--- src/rtl/bus_lock_queue.sv ---
// Bus lock queue: DEPTH-entry FIFO in front of a held-value latch on outBus.
// Define BUS_LOCK_QUEUE_STATS_EN to add the saturating drop_count output.
module bus_lock_queue #(
   parameter int BUS_WIDTH        = 8,
   parameter int DEPTH            = 4,
   parameter int OVERWRITE_OLDEST = 0
) (
   input  logic                     clk,
   input  logic                     reset,
   input  logic                     trigger,
   input  logic [BUS_WIDTH-1:0]     inBus,
   input  logic                     out_ready,
   input  logic                     clear_overflow,
   output logic [BUS_WIDTH-1:0]     outBus,
   output logic                     out_valid,
   output logic                     full,
   output logic [$clog2(DEPTH):0]   count,
   output logic                     overflow
`ifdef BUS_LOCK_QUEUE_STATS_EN
   ,
   output logic [15:0]              drop_count
`endif
);

   localparam int PW = $clog2(DEPTH);
   localparam logic [PW:0] DEPTH_C = DEPTH[PW:0];

   logic [BUS_WIDTH-1:0] mem_q [DEPTH];
   logic [PW-1:0]        rd_ptr_q, rd_ptr_d;
   logic [PW-1:0]        wr_ptr_q, wr_ptr_d;
   logic [PW:0]          count_q, count_d;
   logic [BUS_WIDTH-1:0] held_q, held_d;
   logic                 overflow_q, overflow_d;
   logic                 is_full, is_empty, do_pop, do_write, ovf_event;
`ifdef BUS_LOCK_QUEUE_STATS_EN
   logic [15:0]          drop_count_q, drop_count_d;
`endif

   always_comb begin
      is_full    = (count_q == DEPTH_C);
      is_empty   = (count_q == '0);
      do_pop     = !is_empty && out_ready;
      ovf_event  = trigger && is_full && !do_pop;
      do_write   = trigger && (!ovf_event || (OVERWRITE_OLDEST != 0));

      rd_ptr_d   = rd_ptr_q;
      wr_ptr_d   = wr_ptr_q;
      count_d    = count_q;
      held_d     = held_q;
      overflow_d = overflow_q;

      if (do_pop) begin
         rd_ptr_d = rd_ptr_q + 1'b1;
         held_d   = mem_q[rd_ptr_q];
      end
      if (do_write) wr_ptr_d = wr_ptr_q + 1'b1;
      // Overwrite discards the head by advancing rd_ptr without touching held_q.
      if (ovf_event && (OVERWRITE_OLDEST != 0)) rd_ptr_d = rd_ptr_q + 1'b1;

      if (do_write && !do_pop && !ovf_event) count_d = count_q + 1'b1;
      else if (do_pop && !do_write)          count_d = count_q - 1'b1;

      if (ovf_event)           overflow_d = 1'b1;
      else if (clear_overflow) overflow_d = 1'b0;
   end

`ifdef BUS_LOCK_QUEUE_STATS_EN
   always_comb begin
      drop_count_d = drop_count_q;
      if (clear_overflow)                         drop_count_d = ovf_event ? 16'd1 : 16'd0;
      else if (ovf_event && drop_count_q != '1)   drop_count_d = drop_count_q + 16'd1;
   end

   always_ff @(posedge clk) begin
      if (reset) drop_count_q <= '0;
      else       drop_count_q <= drop_count_d;
   end

   assign drop_count = drop_count_q;
`endif

   always_ff @(posedge clk) begin
      if (reset) begin
         rd_ptr_q   <= '0;
         wr_ptr_q   <= '0;
         count_q    <= '0;
         held_q     <= '0;
         overflow_q <= 1'b0;
      end else begin
         rd_ptr_q   <= rd_ptr_d;
         wr_ptr_q   <= wr_ptr_d;
         count_q    <= count_d;
         held_q     <= held_d;
         overflow_q <= overflow_d;
      end
   end

   always_ff @(posedge clk) begin
      if (!reset && do_write) mem_q[wr_ptr_q] <= inBus;
   end

   assign outBus    = is_empty ? held_q : mem_q[rd_ptr_q];
   assign out_valid = !is_empty;
   assign full      = is_full;
   assign count     = count_q;
   assign overflow  = overflow_q;

endmodule

--- config.mk ---
export PLATFORM = sky130hd
export DESIGN_NAME = bus_lock_queue
export DESIGN_NICKNAME = d
export VERILOG_FILES = /design/src/rtl/bus_lock_queue.sv
export SDC_FILE = /design/constraint.sdc
export NUM_CORES = 1
export LEC_CHECK = 0
export CAP_MARGIN = 40
export CORE_MARGIN = 2
export CORE_UTILIZATION = 38
export CTS_CLUSTER_SIZE = 40
export DETAILED_ROUTE_END_ITERATION = 8
export GPL_TIMING_DRIVEN = 1
export SLEW_MARGIN = 40
export SYNTH_ARGS = -nofsm -noshare
export SYNTH_HDL_FRONTEND = slang
export SYNTH_SLANG_ARGS = --single-unit
--- constraint.sdc ---
create_clock -name clk -period 2.7 [get_ports clk]
set_input_delay 0.54 -clock clk [delete_from_list [all_inputs] [get_ports clk]]
set_output_delay 0.54 -clock clk [all_outputs]
set_load 0.02 [all_outputs]
==> flow_summary.json, run 1 <==
{
  "timing.final.crit_share_pct": 94.1,
  "core-area_mm2": 0.00554,
  "status": "finished, final reports clean",
  "antenna_found_initial": 0,
  "power_leakage_nw": 0.988,
  "final_area_mm2": 0.00271,
  "cts_tree": "built",
  "cts_resized": 8,
  "grt_first_pass_wirelength_mm": 6.37,
  "dr.first_iter.drc_count": 64,
  "r2r_start": "count[2]",
  "viasPerCell": 4.81,
  "vdd_drop_max_v": 0.000372,
  "vias": 1270,
  "clock-sinks": 50,
  "wl_per_cell_um": 14.6,
  "worstSetupPathType": "reg2out",
  "grt.total_usage_pct": 13.1,
  "cp.arrival_ns": 2.00,
  "synth.avg_cell_area_um2": 14.1,
  "maxCapViolCount": 0,
  "synth_mux_area_share_pct": 14.2,
  "cts_buffer_depth": 2,
  "syn2layout_area_growth_pct": 23.7,
  "dp.cells": 256,
  "ff2ff_setup_slack_ns": 0.73,
  "rsz0062_at_grt": "no",
  "tightest_slew_ns": 0.458,
  "routed_wl_mm": 3.84,
  "num-nets-final": 209,
  "synth_top_family_by_area": "multiplexers",
  "drive_gt1_share_pct": 18.2,
  "cts_setup_buffers": 0,
  "ys.warnings.count": 0,
  "num_rows": 27,
  "cp-start-kind": "register",
  "relSlewSlack_pct": 69.3,
  "numCtsBuffers": 5,
  "r2r-end": "count[1]",
  "synth-adder-area-share_pct": 3.20,
  "synth_cell_type_count": 32,
  "cp-endpoint": "outBus[1]",
  "fin_cells": 264,
  "io_pins": 27,
  "timing.setup.tns_ns": 0,
  "critPathCaptureType": "output port",
  "die_x_um": 79.9,
  "netlist_area_mm2": 0.00219,
  "synthArstFlopShare_pct": 0,
  "floorplan.initialDensity_pct": 39.5,
  "path_clk_slew_ns": 0.09,
  "synth_edf_count": 32,
  "drcViolationCount": 0,
  "min_path_type": "reg2reg",
  "slowest_stage": "mux4_1",
  "cts_max_level": 2,
  "syn_inst": 155,
  "ys_seq_area_share_pct": 60.3,
  "grt_overflow_total": 0,
  "placed_area_mm2": 0.00263,
  "reg2reg_depth": 9,
  "p_per_area_mw_per_mm2": 923,
  "ys.flop_type": "edfxtp_1",
  "ys_ff_latch": 50,
  "ctsHoldBuffers": 0,
  "slowest_delay_ns": 0.60,
  "synthXorXnorAreaFrac_pct": 2.00,
  "critPathMaxFanout": 8,
  "crit_required_ns": 2.16,
  "synth_nets": 173,
  "skew_ns": 0.00508,
  "place_congestion": 0.729,
  "clock_latency_ns": 0.29,
  "maxSlewViolCount": 0,
  "grt_pass1_vias": 1308,
  "port_buffers": 26,
  "antennaDiodeCount": 0,
  "cts-root-buf": "clkbuf_8",
  "drt_first_pass_iters": 4,
  "fin_crit_ns": 2.54,
  "synth_simple_gate_area_share_pct": 9.31,
  "synth_compound_area_share_pct": 6.46,
  "die_h_um": 79.9,
  "antenna_left": 0,
  "die-area_mm2": 0.00639,
  "grt_max_degree": 19,
  "setup_viol": 0,
  "hpwl_mm": 2.80,
  "crit_path_cell_trace": "buf_12 -> mux4_1 -> mux2_2 -> dlygate4sd2_1",
  "hold_violations": 0,
  "fmax_mhz": 394
}
## worst max-delay path: cells and delay by family (launching register included)
| family | cells | cell delay, ns |
|---|---|---|
| buffers and inverters | 2 | 0.46 |
| flip-flops | 1 | 0.36 |
| multiplexers | 2 | 0.88 |
## area by class of cell
cell class	count	area, µm²
clock buffers	5	68.8
clock inverters	3	21.3
fillers	496	2830
well taps	72	90.1
flip-flops and latches	50	1320
inverters	5	18.8
multi-input cells	89	771
repair buffers	40	418
## where the power goes
| group | internal, mW | leakage [nW] | switching [mW] |
|---|---|---|---|
| clock network | 0.183 | 0.0458 | 0.240 |
| logic | 0.545 | 0.505 | 0.560 |
| registers | 0.911 | 0.438 | 0.0614 |
## cells in the mapped netlist (all sizes together) (4+ instances only)
cell	count	area, µm²
edfxtp	32	961
mux4	8	210
nor2	10	37.5
nand2	21	78.8
mux2	9	101
ha	4	50.1
dfxtp	18	360
inv	5	18.8
a21oi	10	50.1
and2	4	25.0
buf	9	71.3
## metrics by stage
step / total power, mW / utilization (%) / setup WS, ns / hold slack, ns
3_5_place_dp: 2.18 / 47.4 / 0.191 / 0.447
5_1_grt: 2.66 / 48.9 / 0.0670 / 0.498
6_report: 2.50 / 48.9 / 0.159 / 0.460
4_1_cts: 2.53 / 48.9 / 0.137 / 0.459
3_3_place_gp: 2.14 / 47.4 / 0.256 / 0.439
2_1_floorplan: 1.77 / - / 0.617 / 0.433
## sequential cells by signal, indices dropped and copies added, names as in the netlist, named ones only
name and flops:
mem_q 32, count 3, overflow 1, rd_ptr_q 2, held_q 8, wr_ptr_q 2
## per-layer routing
| layer | vias up | global-route usage (%) | routed length, µm |
|---|---|---|---|
| li1 | 629 | - | - |
| met1 | 614 | 17.6 | 1840 |
| met2 | 25 | 21.2 | 1820 |
| met3 | 2 | 3.73 | 165 |
| met4 | 0 | 2.71 | 16 |
| met5 | - | 0 | 0 |
## placed cells by master, fill, tap and decap left out, types with 2 or more instances in the layout
master | synthesis | routed
edfxtp_1 | 32 | 32
nand2_1 | 21 | 21
dfxtp_1 | 18 | 18
clkdlybuf4s50_1 | 0 | 18
nor2_1 | 10 | 10
a21oi_1 | 10 | 10
buf_4 | 1 | 9
mux4_1 | 8 | 8
mux2_2 | 8 | 8
dlygate4sd2_1 | 0 | 8
inv_1 | 5 | 5
clkbuf_8 | 0 | 5
buf_12 | 0 | 5
and2_1 | 4 | 4
ha_1 | 4 | 4
xnor2_1 | 3 | 3
o31a_1 | 2 | 2
xor2_1 | 2 | 2
o21ai_0 | 2 | 2
a31oi_1 | 2 | 2
nor3_1 | 2 | 2
clkinv_4 | 0 | 2
## how the worst min path moves through the flow
stage | start | endpoint | slack [ns] | cells past startpoint
floorplan | held_q[0] | held_q[0] | 0.43 | 2
global placement | held_q[7] | held_q[7] | 0.44 | 2
detailed placement | held_q[0] | held_q[0] | 0.45 | 2
CTS | held_q[0] | held_q[0] | 0.46 | 2
global route | held_q[6] | held_q[6] | 0.50 | 2
finish | held_q[0] | held_q[0] | 0.46 | 2
## kinds of logic (layout without fill, tap and decap cells)
logic type,count (synthesis),after routing
flops,50,50
simple gates,42,42
mux,17,17
buf+inv,16,53
compound gates,20,20
fa+ha+maj,5,5
xor+xnor,5,5
No activity file was read; power rests on OpenSTA's default activity.
==> run 2, diff against run 1 <==
--- a/config.mk
+++ b/config.mk
@@ -11,6 +11,7 @@
 export CTS_CLUSTER_SIZE = 40
 export DETAILED_ROUTE_END_ITERATION = 8
 export GPL_TIMING_DRIVEN = 1
+export SKIP_CTS_REPAIR_TIMING = 1
 export SLEW_MARGIN = 40
 export SYNTH_ARGS = -nofsm -noshare
 export SYNTH_HDL_FRONTEND = slang
==> run 2 against run 1 <==
Cell count unchanged. Sequential power barely moved. Cell area up 1.1%. Die area is the same. Largest cell class unchanged. Critical path type unchanged. Sequential share of layout area decreased by 0.53 points. Largest power group unchanged.
==> flow_summary.json, run 2 (synthesis gave the netlist of run 1 again) <==
{
  "fin_crit_ns": 2.43,
  "largest_register_ffs": 32,
  "critPathMaxFanout": 8,
  "maxSlewViolCount": 0,
  "cp_top_family": "multiplexers",
  "hpwl_mm": 2.80,
  "top_layer_used": "met4",
  "power_leakage_nw": 1.08,
  "vdd_drop_max_v": 0.000392,
  "hold_violations": 0,
  "dr.first_iter.drc_count": 70,
  "seqPwrFrac_pct": 38.2,
  "switching_share_pct": 33.9,
  "holdWs_ns": 0.460,
  "rsz0062_at_grt": "no",
  "cts_buffer_depth": 2,
  "drt_first_pass_iters": 4,
  "numCtsBuffers": 5,
  "min_to": "held_q[0]",
  "wl_per_cell_um": 14.6,
  "routed_wl_mm": 3.85,
  "grt_overflow_total": 0,
  "die_h_um": 79.9,
  "cp_num_cells": 4,
  "crit_required_ns": 2.16,
  "relSlewSlack_pct": 69.5,
  "tightest_slew_ns": 0.456,
  "cp-start-kind": "register",
  "cts-root-buf": "clkbuf_8",
  "antenna_left": 0,
  "whs_path_depth": 2,
  "grt_pass1_vias": 1308,
  "num_rows": 27,
  "fin_cells": 264,
  "grt_max_degree": 19,
  "fin_util_pct": 49.4,
  "port_buffers": 26,
  "slowest_delay_ns": 0.60,
  "crit_buf_inv": 2,
  "floorplan.initialDensity_pct": 39.5,
  "wl_met3_um": 186,
  "grt_first_pass_wirelength_mm": 6.37,
  "clock_latency_ns": 0.29,
  "wl_met2_mm": 1.82,
  "clock-sinks": 50,
  "antennaDiodeCount": 0,
  "path_clk_slew_ns": 0.09,
  "fmax_mhz": 412,
  "maxCapViolCount": 0,
  "die-area_mm2": 0.00639,
  "cts_tree": "built",
  "layout_common_cells": "edfxtp_1 (32), nand2_1 (21), dfxtp_1 (18), clkdlybuf4s50_1 (18)",
  "place_congestion": 0.729,
  "critPathCaptureType": "output port",
  "cp.arrival_ns": 1.89,
  "final_common_cell": "edfxtp_1",
  "pwr-share-comb_pct": 45.2,
  "regMostFlops": "mem_q",
  "core-area_mm2": 0.00554,
  "r2r_start": "count[2]",
  "num-nets-final": 209,
  "drcViolationCount": 0,
  "setup_viol": 0,
  "r2r-end": "count[1]",
  "cts_max_level": 2,
  "grt.total_usage_pct": 13.1,
  "status": "finished, final reports clean",
  "reg2reg_depth": 9,
  "crit_path_cell_trace": "buf_12 -> mux4_1 -> mux2_2 -> dlymetal6s2s_1",
  "antenna_found_initial": 0,
  "slowest_stage": "mux4_1",
  "viasPerCell": 4.83,
  "syn2layout_area_growth_pct": 25.1,
  "wl_met1_mm": 1.82,
  "ff2ff_setup_slack_ns": 0.73,
  "drive_gt1_share_pct": 18.2,
  "intPower_mw": 1.68,
  "timing.final.crit_share_pct": 90.0,
  "io_pins": 27,
  "vias": 1275,
  "min_path_type": "reg2reg",
  "dp.cells": 256,
  "pwr-share-clk_pct": 16.6,
  "p_per_area_mw_per_mm2": 929,
  "hp-start": "held_q[0]",
  "skew_ns": 0.00522,
  "p_switching_uw": 861,
  "die_x_um": 79.9,
  "worstSetupPathType": "reg2out"
}
-- run 2: cell count changes in the layout (fill, tap and decap cells not counted), sizes merged --
cell	change
dlygate4sd2	-8
dlymetal6s2s	+8
-- run 2: metrics by stage --
| stage | instance area, µm² | setup TNS [ns] | power (mW) | worst slack (ns) |
|---|---|---|---|---|
| after global routing | 2740 | 0 | 2.70 | 0.183 |
| after floorplan | 2190 | 0 | 1.77 | 0.617 |
| after detailed placement | 2630 | 0 | 2.18 | 0.191 |
| after CTS | 2720 | -0.500 | 2.60 | -0.0833 |
| after global placement | 2630 | 0 | 2.14 | 0.256 |
| final | 2740 | 0 | 2.54 | 0.270 |
-- run 2: power by group through the flow --
stage                     clock network, mW  logic [mW]  registers [mW]
after global routing                  0.468        1.25           0.985
after floorplan                           0       0.774           0.993
after CTS                             0.436        1.19           0.973
after detailed placement                  0        1.19           0.991
after global placement                    0        1.16           0.984
final                                 0.422        1.15           0.972
-- run 2: how the worst max path moves through the flow --
stage | startpoint | end | slack [ns]
after floorplan | out_ready | count[2] | 0.62
after global placement | out_ready | count[2] | 0.26
after detailed placement | out_ready | count[1] | 0.19
after CTS | register | outBus[1] | -0.08
after global routing | register | outBus[6] | 0.18
final | register | outBus[1] | 0.27
-- run 2: area by class of cell --
cell class / instances / area, µm²
inverter: 5 / 18.8
timing repair buffer: 40 / 448
multi-input combinational: 89 / 771
clock inverter: 3 / 21.3
tap: 72 / 90.1
sequential: 50 / 1320
clock buffer: 5 / 68.8
fill: 490 / 2800
-- run 2: metal layers --
layer	vias to the layer above	GRT usage, %
li1	629	-
met2	27	21.2
met4	0	2.71
met5	-	0
met1	617	17.6
met3	2	3.73
-- run 2: tightest hold or removal path: cells and delay by family (launching register included) --
family / cells / cell delay [ns]
flip-flops: 1 / 0.32
AO/OA/AOI/OAI: 1 / 0.05
AND/OR/NAND/NOR: 1 / 0.05
